### config.mk
export PLATFORM = sky130hd
export DESIGN_NAME = rob_dispatch_flat
export DESIGN_NICKNAME = d
export VERILOG_FILES = /design/src/rtl/rob_dispatch_if.sv /design/src/rtl/rob_dispatch.sv /design/src/flat_wrapper.sv
export SDC_FILE = /design/constraint.sdc
export NUM_CORES = 1
export LEC_CHECK = 0
export ABC_AREA = 1
export CAP_MARGIN = 20
export CORE_MARGIN = 3
export CORE_UTILIZATION = 54
export CTS_BUF_LIST = sky130_fd_sc_hd__clkbuf_16
export CTS_CLUSTER_SIZE = 8
export DETAILED_ROUTE_END_ITERATION = 8
export GPL_ROUTABILITY_DRIVEN = 0
export PLACE_DENSITY = 0.81
export SLEW_MARGIN = 10
export SYNTH_ARGS = -nofsm -noshare
export SYNTH_HDL_FRONTEND = slang
export SYNTH_SLANG_ARGS = --single-unit
### constraint.sdc
create_clock -name clk -period 2.62 [get_ports clk]
set_input_delay 0.262 -clock clk [delete_from_list [all_inputs] [get_ports clk]]
set_output_delay 0.262 -clock clk [all_outputs]
set_load 0.02 [all_outputs]
### src/rtl/rob_dispatch_if.sv
// Operand, multiplier and result signals of rob_dispatch.
// slave is the dispatcher side, master the surrounding logic.
interface rob_dispatch_if #(
  parameter int DEPTH = 4
);
  localparam int CW = $clog2(DEPTH) + 1;

  logic          in_valid;
  logic          in_ready;
  logic [7:0]    in_multiplier;
  logic [7:0]    in_multiplicand;
  logic          mul_start;
  logic [7:0]    mul_multiplier;
  logic [7:0]    mul_multiplicand;
  logic [15:0]   mul_product;
  logic          mul_done;
  logic          out_valid;
  logic          out_ready;
  logic [15:0]   out_product;
  logic          out_timeout;
  logic [CW-1:0] count;

  modport slave (
    input  in_valid, in_multiplier, in_multiplicand,
    input  mul_product, mul_done, out_ready,
    output in_ready, mul_start,
    output mul_multiplier, mul_multiplicand,
    output out_valid, out_product, out_timeout, count
  );

  modport master (
    output in_valid, in_multiplier, in_multiplicand,
    output mul_product, mul_done, out_ready,
    input  in_ready, mul_start,
    input  mul_multiplier, mul_multiplicand,
    input  out_valid, out_product, out_timeout, count
  );
endinterface

### src/rtl/rob_dispatch.sv
// Operand FIFO and sequencer around a Robertson multiplier.
// Guards stale done, times out hung ops, returns products in order.
module rob_dispatch #(
  parameter int DEPTH   = 4,
  parameter int TIMEOUT = 64
) (
  input  logic          clk,
  input  logic          reset,
  rob_dispatch_if.slave bus
);
  localparam int AW = $clog2(DEPTH);
  localparam int CW = AW + 1;
  localparam int TW = $clog2(TIMEOUT) + 1;

  typedef enum logic [2:0] {
    S_IDLE,
    S_START,
    S_GUARD,
    S_BUSY,
    S_HOLD
  } state_t;

  state_t        state_q, state_d;
  logic [15:0]   mem_q [DEPTH];
  logic [15:0]   mem_d [DEPTH];
  logic [AW-1:0] wr_ptr_q, wr_ptr_d;
  logic [AW-1:0] rd_ptr_q, rd_ptr_d;
  logic [CW-1:0] count_q, count_d;
  logic [TW-1:0] tmo_cnt_q, tmo_cnt_d;
  logic [7:0]    mr_q, mr_d;
  logic [7:0]    md_q, md_d;
  logic          start_q, start_d;
  logic          ovalid_q, ovalid_d;
  logic [15:0]   oprod_q, oprod_d;
  logic          otmo_q, otmo_d;
  logic          in_ready;
  logic          push;
  logic          pop;

  // Full FIFO refuses input even if a pop lands in the same cycle.
  assign in_ready = (count_q < CW'(DEPTH));
  assign push     = bus.in_valid && in_ready;
  assign pop      = (state_q == S_IDLE) && (count_q != '0);

  assign bus.in_ready         = in_ready;
  assign bus.mul_start        = start_q;
  assign bus.mul_multiplier   = mr_q;
  assign bus.mul_multiplicand = md_q;
  assign bus.out_valid        = ovalid_q;
  assign bus.out_product      = oprod_q;
  assign bus.out_timeout      = otmo_q;
  assign bus.count            = count_q;

  // FIFO storage, pointers and occupancy.
  always_comb begin
    mem_d    = mem_q;
    wr_ptr_d = wr_ptr_q;
    rd_ptr_d = rd_ptr_q;
    count_d  = count_q;
    if (push) begin
      mem_d[wr_ptr_q] = {bus.in_multiplier, bus.in_multiplicand};
      wr_ptr_d        = wr_ptr_q + 1'b1;
    end
    if (pop) begin
      rd_ptr_d = rd_ptr_q + 1'b1;
    end
    case ({push, pop})
      2'b10:   count_d = count_q + 1'b1;
      2'b01:   count_d = count_q - 1'b1;
      default: count_d = count_q;
    endcase
  end

  // Sequencer: pop, pulse start, skip stale done, wait, hold result.
  always_comb begin
    state_d   = state_q;
    tmo_cnt_d = tmo_cnt_q;
    mr_d      = mr_q;
    md_d      = md_q;
    start_d   = 1'b0;
    ovalid_d  = ovalid_q;
    oprod_d   = oprod_q;
    otmo_d    = otmo_q;
    unique case (state_q)
      S_IDLE: begin
        if (pop) begin
          mr_d    = mem_q[rd_ptr_q][15:8];
          md_d    = mem_q[rd_ptr_q][7:0];
          start_d = 1'b1;
          state_d = S_START;
        end
      end
      S_START: begin
        state_d = S_GUARD;
      end
      S_GUARD: begin
        tmo_cnt_d = '0;
        state_d   = S_BUSY;
      end
      S_BUSY: begin
        tmo_cnt_d = tmo_cnt_q + 1'b1;
        if (bus.mul_done) begin
          oprod_d  = bus.mul_product;
          otmo_d   = 1'b0;
          ovalid_d = 1'b1;
          state_d  = S_HOLD;
        end else if (tmo_cnt_q == TW'(TIMEOUT - 1)) begin
          oprod_d  = '0;
          otmo_d   = 1'b1;
          ovalid_d = 1'b1;
          state_d  = S_HOLD;
        end
      end
      S_HOLD: begin
        if (ovalid_q && bus.out_ready) begin
          ovalid_d = 1'b0;
          state_d  = S_IDLE;
        end
      end
      default: begin
        state_d = S_IDLE;
      end
    endcase
  end

  // All state, cleared asynchronously so start drops at once.
  always_ff @(posedge clk or negedge reset) begin
    if (!reset) begin
      state_q   <= S_IDLE;
      mem_q     <= '{default: '0};
      wr_ptr_q  <= '0;
      rd_ptr_q  <= '0;
      count_q   <= '0;
      tmo_cnt_q <= '0;
      mr_q      <= '0;
      md_q      <= '0;
      start_q   <= 1'b0;
      ovalid_q  <= 1'b0;
      oprod_q   <= '0;
      otmo_q    <= 1'b0;
    end else begin
      state_q   <= state_d;
      mem_q     <= mem_d;
      wr_ptr_q  <= wr_ptr_d;
      rd_ptr_q  <= rd_ptr_d;
      count_q   <= count_d;
      tmo_cnt_q <= tmo_cnt_d;
      mr_q      <= mr_d;
      md_q      <= md_d;
      start_q   <= start_d;
      ovalid_q  <= ovalid_d;
      oprod_q   <= oprod_d;
      otmo_q    <= otmo_d;
    end
  end
endmodule

### src/flat_wrapper.sv
// flat-port wrapper written by rule: the top's interface ports become plain ports
module rob_dispatch_flat 
#(
  parameter int DEPTH   = 4,
  parameter int TIMEOUT = 64
)
  (clk, reset, bus_in_valid, bus_in_multiplier, bus_in_multiplicand, bus_mul_product, bus_mul_done, bus_out_ready, bus_in_ready, bus_mul_start, bus_mul_multiplier, bus_mul_multiplicand, bus_out_valid, bus_out_product, bus_out_timeout, bus_count);
  rob_dispatch_if #(.DEPTH(DEPTH)) bus_i ();
  input  logic clk;
  input  logic reset;
  input wire logic [$bits(bus_i.in_valid)-1:0] bus_in_valid;
  input wire logic [$bits(bus_i.in_multiplier)-1:0] bus_in_multiplier;
  input wire logic [$bits(bus_i.in_multiplicand)-1:0] bus_in_multiplicand;
  input wire logic [$bits(bus_i.mul_product)-1:0] bus_mul_product;
  input wire logic [$bits(bus_i.mul_done)-1:0] bus_mul_done;
  input wire logic [$bits(bus_i.out_ready)-1:0] bus_out_ready;
  output wire logic [$bits(bus_i.in_ready)-1:0] bus_in_ready;
  output wire logic [$bits(bus_i.mul_start)-1:0] bus_mul_start;
  output wire logic [$bits(bus_i.mul_multiplier)-1:0] bus_mul_multiplier;
  output wire logic [$bits(bus_i.mul_multiplicand)-1:0] bus_mul_multiplicand;
  output wire logic [$bits(bus_i.out_valid)-1:0] bus_out_valid;
  output wire logic [$bits(bus_i.out_product)-1:0] bus_out_product;
  output wire logic [$bits(bus_i.out_timeout)-1:0] bus_out_timeout;
  output wire logic [$bits(bus_i.count)-1:0] bus_count;
  assign bus_i.in_valid = bus_in_valid;
  assign bus_i.in_multiplier = bus_in_multiplier;
  assign bus_i.in_multiplicand = bus_in_multiplicand;
  assign bus_i.mul_product = bus_mul_product;
  assign bus_i.mul_done = bus_mul_done;
  assign bus_i.out_ready = bus_out_ready;
  assign bus_in_ready = bus_i.in_ready;
  assign bus_mul_start = bus_i.mul_start;
  assign bus_mul_multiplier = bus_i.mul_multiplier;
  assign bus_mul_multiplicand = bus_i.mul_multiplicand;
  assign bus_out_valid = bus_i.out_valid;
  assign bus_out_product = bus_i.out_product;
  assign bus_out_timeout = bus_i.out_timeout;
  assign bus_count = bus_i.count;
  rob_dispatch #(.DEPTH(DEPTH), .TIMEOUT(TIMEOUT)) u_core (.clk(clk), .reset(reset), .bus(bus_i));
endmodule
### After elaboration in Yosys (flattened, before gate mapping)

Index checks and enable logic that the tools add are counted.

| operators by class | value |
|---|---|
| $add $sub $neg | 5 |
| $mul | 0 |
| div/mod/pow operators | 0 |
| $lt $le $gt $ge | 4 |
| eq/ne operators | 10 |
| shift operators | 0 |
| muxes and demuxes | 22 |
| bitwise gates (word level) | 2 |
| reductions and logical operators | 14 |

Operator list:

| operator | count |
|---|---|
| two-way mux 16 bit | 5 |
| bitwise mux 64 bit | 1 |
| binary-select mux 16 bit (select 2 bit) | 1 |
| demux 16 bit (select 2 bit) | 1 |
| case mux 3 bit (5 select lines) | 1 |
| case mux 7 bit (2 select lines) | 1 |
| two-way mux 3 bit | 4 |
| nonzero test 2 bit | 4 |
| adder 7 x 1 -> 7 bit (second input constant) | 1 |
| equality test 7 x 6 -> 1 bit (second input constant) | 1 |
| equality test 3 x 2 -> 1 bit (second input constant) | 2 |
| >= comparator 3 bit (second input constant) | 2 |
| two-way mux 1 bit | 6 |
| NOT 2 -> 3 bit | 2 |
| case mux 3 bit (2 select lines) | 1 |
| AND reduction 3 bit | 2 |
| adder 2 x 1 -> 2 bit (second input constant) | 2 |
| logical AND 1 bit | 4 |
| != test 2 x 1 -> 1 bit (second input constant) | 2 |
| AND reduction 2 bit | 2 |
| adder 3 x 1 -> 3 bit (second input constant) | 1 |
| equality test 3 x 1 -> 1 bit (second input constant) | 1 |
| equality test 3 bit (second input constant) | 1 |
| zero test 3 bit | 1 |
| 8 further kinds | 8 |

| storage, ports and cells | value |
|---|---|
| bits in registers | 116 |
| latch bits | 0 |
| memory bits (writable) | 0 |
| memory bits (read-only) | 0 |
| output and inout bits | 39 |
| word-level logic and storage cells | 72 |
| memories kept | 0 |

### Depth between registers and ports, before layout

Gate-level depths: netlist of run 1.

| depth | value |
|---|---|
| word-level depth | 6 |
| depth in mapped cells | 12 |

### Least setup slack after synthesis of run 1

Ideal clock, no wire load.

| timing path | value |
|---|---|
| path kind | register to register |
| from | register u_core.count_q[2], in the netlist u_core.bus.count[2] |
| to | register u_core.count_q[2], in the netlist u_core.bus.count[2] |
| data arrival time | 2182 ps |
| required time | 2540 ps |
| slack | 358 ps |
| stages on the path, launching flop included | 12 |
| cells stage by stage | dfrtp_1 inv_1 nand3_2 nand2_4 inv_6 buf_8 ha_1 inv_1 fa_1 or2_2 nand2_1 xor2_1 |

| on the way | value |
|---|---|
| cells in the longest elaborated chain, start to end | 4 |

Ends and longest elaborated chain:

| element | line | text |
|---|---|---|
| start, declared | rob_dispatch.sv:28 | `logic [CW-1:0] count_q, count_d;` |
| start signal, assigned | rob_dispatch.sv:146 | `count_q <= count_d;` |
| less-than comparator 3 bit (*) | rob_dispatch.sv:41 | `assign in_ready = (count_q < CW'(DEPTH));` |
| named net bus_in_ready | flat_wrapper.sv:17 | `output wire logic [$bits(bus_i.in_ready)-1:0] bus_in_ready;` |
| logical AND 1 bit (*) | rob_dispatch.sv:42 | `assign push = bus.in_valid && in_ready;` |
| equality test 2 x 1 -> 1 bit or equality test 2 bit (tied branches) | rob_dispatch.sv:67 | `case ({push, pop})` |
| case mux 3 bit (2 select lines) or nonzero test 2 bit (tied branches) | -- |  |

Mark *: on every way through the listed nets, which the timed path passes. The rest lies on a longest branch.
A chain may end at the register's enable or synchronous reset.

### Worst setup path in the final report of run 1

| timing path | value |
|---|---|
| from | register u_core.state_q[0] |
| to | register u_core.count_q[2], in the netlist u_core.bus.count[2] |

| on the way | value |
|---|---|
| cells in the longest elaborated chain, start to end | 4 |

Ends and longest elaborated chain:

| element | line | text |
|---|---|---|
| start, declared | rob_dispatch.sv:23 | `state_t state_q, state_d;` |
| start signal, assigned | rob_dispatch.sv:142 | `state_q <= state_d;` |
| zero test 3 bit (*) | rob_dispatch.sv:43 | `assign pop = (state_q == S_IDLE) && (count_q != '0);` |
| logical AND 1 bit (*) | rob_dispatch.sv:43 |  |
| equality test 2 x 1 -> 1 bit or equality test 2 bit (tied branches) | rob_dispatch.sv:67 |  |
| case mux 3 bit (2 select lines) or nonzero test 2 bit (tied branches) | -- |  |

Every way passes the cells marked *; elsewhere a longest branch is shown, timed or not.

==> Flow_metrics.wiki, run 1 <==
{| class="wikitable"
! Metric !! Value
|-
| Worst slew pin tran || just under 1 ns
|-
| Flip-flop and latch count after synthesis || 116
|-
| Layout Nets || 721
|-
| Share of the yosys chip area belonging to registers || 0.5582
|-
| CTS buffer count || 17
|-
| Maximum number of pins on one net before global-route repair || 42
|-
| Die height || roughly 100 µm
|-
| Drt via density || 5.391
|-
| Largest area contributor in the synthesized netlist || sky130_fd_sc_hd__dfrtp_1
|-
| Via count of the first global-routing pass || around 4,400
|-
| CTS tree || built
|-
| Required arrival time at the worst endpoint || 2.95 ns
|-
| Total of fill cells in the finished design || a little under 700
|-
| Max Clock Freq || ~450 MHz
|-
| Total standard cell area after synthesis || 5200 µm²
|-
| Run status || finished, final reports clean
|-
| Met3 Use GR || 0.05152
|-
| CTS max path bufs || 2
|-
| Layer carrying the most global-route usage || met2
|-
| Class of the most critical setup path || register to register
|-
| Depth of the most critical reg-to-reg path || 11
|-
| Root cell of the clock tree || sky130_fd_sc_hd__clkbuf_16
|-
| Critical path data arrival time || between 2 and 3 ns
|-
| Setup_tns || 0 ns
|-
| Cell variety after synth || 32
|-
| Number of warnings issued by yosys || 0
|-
| Gr ovfl total || 0
|-
| Remaining routing DRC violations || 0
|-
| Leading cell types by total area after synthesis || sky130_fd_sc_hd__dfrtp_1, sky130_fd_sc_hd__nand2_1, sky130_fd_sc_hd__o21ai_0
|-
| Die area || 10,840 µm²
|-
| Share of the clock period used by the worst path after layout || 0.8564
|-
| Crit path max fanout || 19
|-
| DRC violation total after the first TritonRoute iteration || 385
|-
| Gate count of the mapped netlist || just over 600
|-
| Top cell family by delay on the critical path || simple AND/OR/NAND/NOR gates
|-
| Global routing met2 resource utilization || 0.4025
|-
| Count of H-tree levels built during CTS || 4
|-
| Number of detailed-route iterations in the first pass || 7
|-
| Multi-input gate area in the final layout || 1953 µm²
|-
| Count of flip-flops with a built-in enable after synthesis || 0
|-
| Worst reg2reg path endpoint || u_core.bus.count[2]
|-
| Critical path's largest stage delay || roughly 0.44 ns
|-
| Width of the die || between 100 and 150 µm
|-
| FP Rows || 35
|-
| Average footprint of a synthesized cell || between 8 and 9 µm²
|-
| Number of sinks on the clock net || between 100 and 150
|-
| Clock Latency Late Sink || 0.41 ns
|-
| Share of the synthesized area in the top cell type || 0.5582
|-
| Number of slew-limit violations in the final report || 0
|-
| Peak supply drop || a little over 0.6 mV
|-
| Clock period minus final worst setup slack || roughly 2.2 ns
|-
| Startpoint of the worst register-to-register path || u_core.state_q[0]
|-
| Final-report setup violation count || 0
|-
| Capturing element type of the critical path || register
|-
| Placed wire-length estimate || approximately 7.5 mm
|-
| GRT Total Usage || 0.2459
|-
| Vias after detailed routing || ~4,400
|-
| Critical Path Source Type || register
|-
| Antenna Nets Post-Route || 0
|-
| Chain of cells forming the critical path || inv_2 > nand2_2 > nor2_2 > nand2_4 > inv_6 > ha_1 > inv_1 > fa_1 > or2_2 > nand2_1 > xor2_1
|-
| CP bufs+invs || 3
|-
| Main flop type after synthesis || sky130_fd_sc_hd__dfrtp_1
|-
| Top-Level Pins || 76
|-
| Power per Cell Area || roughly 1400 nW/µm²
|-
| Initial core utilization || 0.5601
|-
| P&R area growth vs syn || 27.33%
|-
| Net count after synthesis || about 650
|-
| Pre-CTS setup slack || 0.4718 ns
|-
| Worst slew margin relative to its limit || 0.3546
|-
| Worst hold path class || input pin to async pin
|-
| First-pass GRT wire length || between 20 and 25 mm
|-
| Setup repair after global routing missed its margin || false
|-
| Share of flip-flops with an asynchronous set or reset || 1.000
|-
| Highest-delay cell along the critical path || sky130_fd_sc_hd__dfrtp_1
|-
| Final cell utilization of the core || 0.7132
|-
| Sequential cell area || just under 3000 µm²
|-
| Antenna cell count || 0
|-
| Non-filler cells, final || 819
|-
| Placed cells || about 790
|-
| Post-CTS clock slew at the launch and capture registers of the worst setup and hold paths || around 0.060 ns
|-
| Max cap viols || 0
|-
| Core outline area || just over 9000 µm²
|-
| Routed wire length per instance || around 15 µm
|-
| Number of port buffers || 75
|-
| Leakage power summed over all cells || 3.277 nW
|-
| Initial antenna violation count || 0
|-
| Setup slack on the worst flop-to-flop path || ~0.38 ns
|-
| Final number of hold-violating endpoints || 0
|-
| Setup fix buffers added after clock tree synthesis || 0
|-
| Met1 Track Usage GR || 0.3186
|-
| Fin Clk Skew || roughly 0.0093 ns
|-
| Fraction of layout instances using a drive strength above 1 || 0.09130
|-
| Routed Wire Length || roughly 13 mm
|-
| Final WS setup || ~0.38 ns
|}
worst max-delay path by stage:
stage,cells past startpoint,end,from
after floorplan,11,u_core.bus.count[2],u_core.bus.count[2]
after CTS,11,u_core.bus.count[2],u_core.state_q[0]
after global routing,11,u_core.bus.count[2],u_core.state_q[0]
after global placement,11,u_core.bus.count[2],u_core.state_q[2]
final,11,u_core.bus.count[2],u_core.state_q[0]
after detailed placement,11,u_core.bus.count[2],u_core.state_q[0]
registers in the layout, indices dropped and copies added, names as in the netlist:
name	cells
u_core.bus.count	3
u_core.bus.mul_multiplicand	8
u_core.bus.mul_multiplier	8
u_core.bus.mul_start	1
u_core.bus.out_product	16
u_core.bus.out_timeout	1
u_core.bus.out_valid	1
u_core.mem_q	64
u_core.rd_ptr_q	2
u_core.state_q	3
u_core.tmo_cnt_q	7
u_core.wr_ptr_q	2
placed cells by master, fill, tap and decap left out, types with 2 or more instances in the layout:
cell and n:
sky130_fd_sc_hd__nand2_1 187, sky130_fd_sc_hd__dfrtp_1 116, sky130_fd_sc_hd__clkdlybuf4s50_1 74, sky130_fd_sc_hd__nor2_1 73, sky130_fd_sc_hd__o21ai_0 66, sky130_fd_sc_hd__o21ai_1 35
sky130_fd_sc_hd__inv_1 32, sky130_fd_sc_hd__nand3_1 24, sky130_fd_sc_hd__clkbuf_16 17, sky130_fd_sc_hd__buf_4 7, sky130_fd_sc_hd__nand2_4 6, sky130_fd_sc_hd__ha_1 6
sky130_fd_sc_hd__clkinv_4 6, sky130_fd_sc_hd__nand2_2 4, sky130_fd_sc_hd__a21oi_1 4, sky130_fd_sc_hd__bufinv_16 4, sky130_fd_sc_hd__inv_6 3, sky130_fd_sc_hd__xor2_1 3
sky130_fd_sc_hd__o21ai_2 3, sky130_fd_sc_hd__inv_2 2, sky130_fd_sc_hd__inv_4 2, sky130_fd_sc_hd__nor2_4 2
synthesized netlist by cell type, types with 5 or more instances:
| cell | count |
|---|---|
| sky130_fd_sc_hd__nand3_1 | 24 |
| sky130_fd_sc_hd__buf_2 | 16 |
| sky130_fd_sc_hd__o21ai_1 | 35 |
| sky130_fd_sc_hd__nand2_1 | 187 |
| sky130_fd_sc_hd__nor2_1 | 73 |
| sky130_fd_sc_hd__ha_1 | 6 |
| sky130_fd_sc_hd__buf_6 | 5 |
| sky130_fd_sc_hd__nand2_4 | 6 |
| sky130_fd_sc_hd__dfrtp_1 | 116 |
| sky130_fd_sc_hd__o21ai_0 | 66 |
| sky130_fd_sc_hd__inv_1 | 32 |
where the power goes:
| part | leakage (nW) | internal [mW] | switching, mW | total [mW] |
|---|---|---|---|---|
| clock | 0.305 | 1.60 | 0.865 | 2.46 |
| sequential | 1.47 | 2.58 | 0.491 | 3.07 |
| combinational | 1.50 | 1.31 | 2.15 | 3.46 |
| total | 3.28 | 5.49 | 3.51 | 9.00 |
layout make-up:
type | instances | share of cell area
Sequential cell | 116 | 0.4384
Multi-Input combinational cell | 422 | 0.2950
Timing Repair Buffer | 83 | 0.1243
Clock buffer | 17 | 0.06425
Clock inverter | 15 | 0.03118
Tap cell | 129 | 0.02438
Inverter | 37 | 0.02249
per-stage QoR:
step / hold slack, ns / power (mW) / cell area [µm²]
2_1_floorplan: -0.03359 / 5.335 / 5200
3_5_place_dp: 0.2824 / 6.444 / 5979
3_3_place_gp: 0.2802 / 6.264 / 5979
5_1_grt: 0.4234 / 9.597 / 6621
6_report: 0.3986 / 8.997 / 6621
4_1_cts: 0.4001 / 8.997 / 6621
metal layers:
metal / up-vias / wire (µm)
li1: 2069 / -
met1: 2138 / 5305
met2: 181 / 6177
met3: 27 / 789
met4: 0 / 240
met5: - / 0
kinds of logic (layout without fill, tap and decap cells):
kind of cell,Yosys count,in the layout,synth area share
buffers and inverters,66,152,0.06617
XOR/XNOR,4,4,0.006738
adder cells (fa/ha/maj),7,7,0.01829
AO/OA/AOI/OAI,110,110,0.1088
flip-flops,116,116,0.5582
AND/OR/NAND/NOR,301,301,0.2418
what timing repair did:
action                                 4_1_cts  5_1_grt
endpoints found under the hold margin       38        0
resized for setup                            0        0
hold buffers                                 1        0
No activity file was read; power rests on OpenSTA's default activity.
==> inputs of run 2 (changes only) <==
--- a/config.mk
+++ b/config.mk
@@ -9,7 +9,6 @@
 export CAP_MARGIN = 20
 export CORE_MARGIN = 3
 export CORE_UTILIZATION = 54
-export CTS_BUF_LIST = sky130_fd_sc_hd__clkbuf_16
 export CTS_CLUSTER_SIZE = 8
 export DETAILED_ROUTE_END_ITERATION = 8
 export GPL_ROUTABILITY_DRIVEN = 0
@@ -18,3 +17,4 @@
 export SYNTH_ARGS = -nofsm -noshare
 export SYNTH_HDL_FRONTEND = slang
 export SYNTH_SLANG_ARGS = --single-unit
+export TNS_END_PERCENT = 30
==> run 2 against run 1 <==
  * Wire length increased by 0.70%
  * Combinational power about the same
  * Via count up 0.32%
  * Maximum frequency grew 0.16%
  * Setup slack improved by 0.0036 ns
  * Critical path depth is the same
  * Final area is essentially flat
  * Critical endpoint unchanged
  * Largest power group unchanged
==> Flow_metrics.wiki, run 2 (synthesized netlist as in run 1, its figures left out) <==
{| class="wikitable"
! Metric !! Value
|-
| Post-route standard cell area excluding fillers || 6620 µm²
|-
| P&R area growth vs syn || 27.31%
|-
| Final hold slack || around 0.28 ns
|-
| Setup slack on the worst flop-to-flop path || between 0.3 and 0.4 ns
|-
| Run status || finished, final reports clean
|-
| Initial antenna violation count || 0
|-
| Worst reg2reg path endpoint || u_core.bus.count[2]
|-
| Layout Nets || approximately 720
|-
| Sequential cell area || a little under 3000 µm²
|-
| Non-filler cells, final || 819
|-
| Number of slew-limit violations in the final report || 0
|-
| Root cell of the clock tree || sky130_fd_sc_hd__clkbuf_8
|-
| Die area || 10,840 µm²
|-
| Net switching share of the total power || 0.3910
|-
| Placed cells || between 700 and 800
|-
| Fin Clk Skew || just over 0.009 ns
|-
| DRC violation total after the first TritonRoute iteration || 341
|-
| Power per Cell Area || about 1400 nW/µm²
|-
| Relative contribution of sequential cells to total power || 0.341
|-
| Clk network pwr share || 0.272
|-
| Setup_tns || 0 ns
|-
| Remaining routing DRC violations || 0
|-
| Multi-input gate area in the final layout || between 1500 and 2000 µm²
|-
| Gr ovfl total || 0
|-
| Number of sinks on the clock net || 116
|-
| NetSw || around 3.5 mW
|-
| CTS tree || built
|-
| Max cap viols || 0
|-
| Top library cells by usage in the layout, fill and taps aside || sky130_fd_sc_hd__nand2_1, sky130_fd_sc_hd__dfrtp_1, sky130_fd_sc_hd__clkdlybuf4s50_1
|-
| Routed wire length per instance || approximately 15 µm
|-
| FP Rows || 35
|-
| Final number of hold-violating endpoints || 0
|-
| Highest-delay cell along the critical path || sky130_fd_sc_hd__dfrtp_1
|-
| Leakage power summed over all cells || ~3.3 nW
|-
| Die height || around 100 µm
|-
| Startpoint of the worst register-to-register path || u_core.state_q[0]
|-
| Share of the clock period used by the worst path after layout || 0.8550
|-
| Antenna Nets Post-Route || 0
|-
| Width of the die || roughly 100 µm
|-
| Number of flip-flops under the largest register name || between 60 and 70
|-
| Power after layout || roughly 9 mW
|-
| Vias after detailed routing || ~4,400
|-
| Capturing element type of the critical path || register
|-
| Routed Wire Length || between 10 and 15 mm
|-
| Clock Latency Late Sink || ~0.53 ns
|-
| Peak supply drop || a little over 0.7 mV
|-
| Top cell family by delay on the critical path || simple AND/OR/NAND/NOR gates
|-
| Worst hold path class || input pin to async pin
|-
| Post-CTS clock slew at the launch and capture registers of the worst setup and hold paths || ~0.06 ns
|-
| Critical Path Source Type || register
|-
| Max Clock Freq || around 450 MHz
|-
| Via count of the first global-routing pass || roughly 4,500
|-
| Antenna cell count || 0
|-
| Worst slew pin tran || a little over 1 ns
|-
| Chain of cells forming the critical path || inv_2 > nand2_2 > nor2_2 > nand2_4 > inv_6 > ha_1 > inv_1 > fa_1 > or2_2 > nand2_1 > xor2_1
|-
| Setup repair after global routing missed its margin || false
|-
| Clock period minus final worst setup slack || approximately 2.2 ns
|-
| Critical path's largest stage delay || 0.44 ns
|-
| Maximum number of pins on one net before global-route repair || 42
|-
| Worst slew margin relative to its limit || 0.3196
|-
| Required arrival time at the worst endpoint || 3.06 ns
|-
| CTS buffer count || 17
|-
| Class of the most critical setup path || register to register
|-
| Number of port buffers || between 70 and 80
|-
| Internal power || 5.475 mW
|-
| Most common cell after layout, fill and taps aside || sky130_fd_sc_hd__nand2_1
|-
| Count of H-tree levels built during CTS || 4
|-
| Register containing the most flip-flops in the final layout || u_core.mem_q
|-
| Total of fill cells in the finished design || ~680
|-
| Critical path data arrival time || approximately 2.7 ns
|-
| Crit path max fanout || 19
|-
| Fraction of layout instances using a drive strength above 1 || 0.09275
|-
| GRT Total Usage || 0.2482
|-
| CP bufs+invs || 3
|-
| Core outline area || 9284 µm²
|-
| Drt via density || between 5 and 6
|-
| Number of detailed-route iterations in the first pass || 5
|-
| Post-CTS sizing || 0
|-
| Top-Level Pins || 76
|-
| Placed wire-length estimate || ~7.5 mm
|-
| Initial core utilization || 0.5601
|-
| Depth of the most critical reg-to-reg path || 11
|-
| Comb pwr share || 0.387
|-
| Final-report setup violation count || 0
|-
| First-pass GRT wire length || 21.71 mm
|-
| CTS max path bufs || 2
|-
| Placed Instance Area || roughly 6000 µm²
|}
-- run 2: cell count changes in the layout (fill, tap and decap cells not counted) --
cell and change:
sky130_fd_sc_hd__clkbuf_16 -1, sky130_fd_sc_hd__clkinv_1 -1, sky130_fd_sc_hd__clkbuf_8 +2
-- run 2: area by class of cell --
type                            count  share of cell area
Sequential cell                   116              0.4385
Multi-Input combinational cell    422              0.2950
Timing Repair Buffer               83              0.1244
Clock buffer                       18             0.06464
Clock inverter                     14             0.03062
Tap cell                          129             0.02438
Inverter                           37             0.02249
-- run 2: per-stage QoR --
step                      setup WS [ns]  utilization
after floorplan                  0.3581            -
after global placement           0.5260       0.6441
after detailed placement         0.4718       0.6441
after CTS                        0.3938       0.7131
after global routing             0.2821       0.7131
final                            0.3799       0.7131
-- run 2: worst max path at each step --
stage | from | endpoint | slack [ns] | depth (start not counted)
2_1_floorplan | u_core.bus.count[2] | u_core.bus.count[2] | 0.36 | 11
3_3_place_gp | u_core.state_q[2] | u_core.bus.count[2] | 0.53 | 11
3_5_place_dp | u_core.state_q[0] | u_core.bus.count[2] | 0.47 | 11
4_1_cts | u_core.state_q[0] | u_core.bus.count[2] | 0.39 | 11
5_1_grt | u_core.state_q[0] | u_core.bus.count[2] | 0.28 | 11
6_report | u_core.state_q[0] | u_core.bus.count[2] | 0.38 | 11
-- run 2: power groups by stage --
stage,logic (mW),registers [mW],clock network (mW)
floorplan,2.06,3.27,0
global placement,3.24,3.02,0
detailed placement,3.38,3.07,0
CTS,3.48,3.06,2.46
global route,3.89,3.15,2.55
finish,3.47,3.07,2.45
-- run 2: metal layers --
| layer | track usage | wire [µm] | up-vias |
|---|---|---|---|
| met5 | 0 | 0 | - |
| met4 | 0.1064 | 314 | 0 |
| met3 | 0.05090 | 870 | 32 |
| met2 | 0.4071 | 6228 | 195 |
| met1 | 0.3221 | 5186 | 2134 |
| li1 | - | - | 2068 |
-- run 2: what timing repair did --
| action | 4_1_cts | 5_1_grt |
|---|---|---|
| setup buffers | 0 | 0 |
| endpoints found under the hold margin | 38 | 0 |
| hold buffers | 1 | 0 |
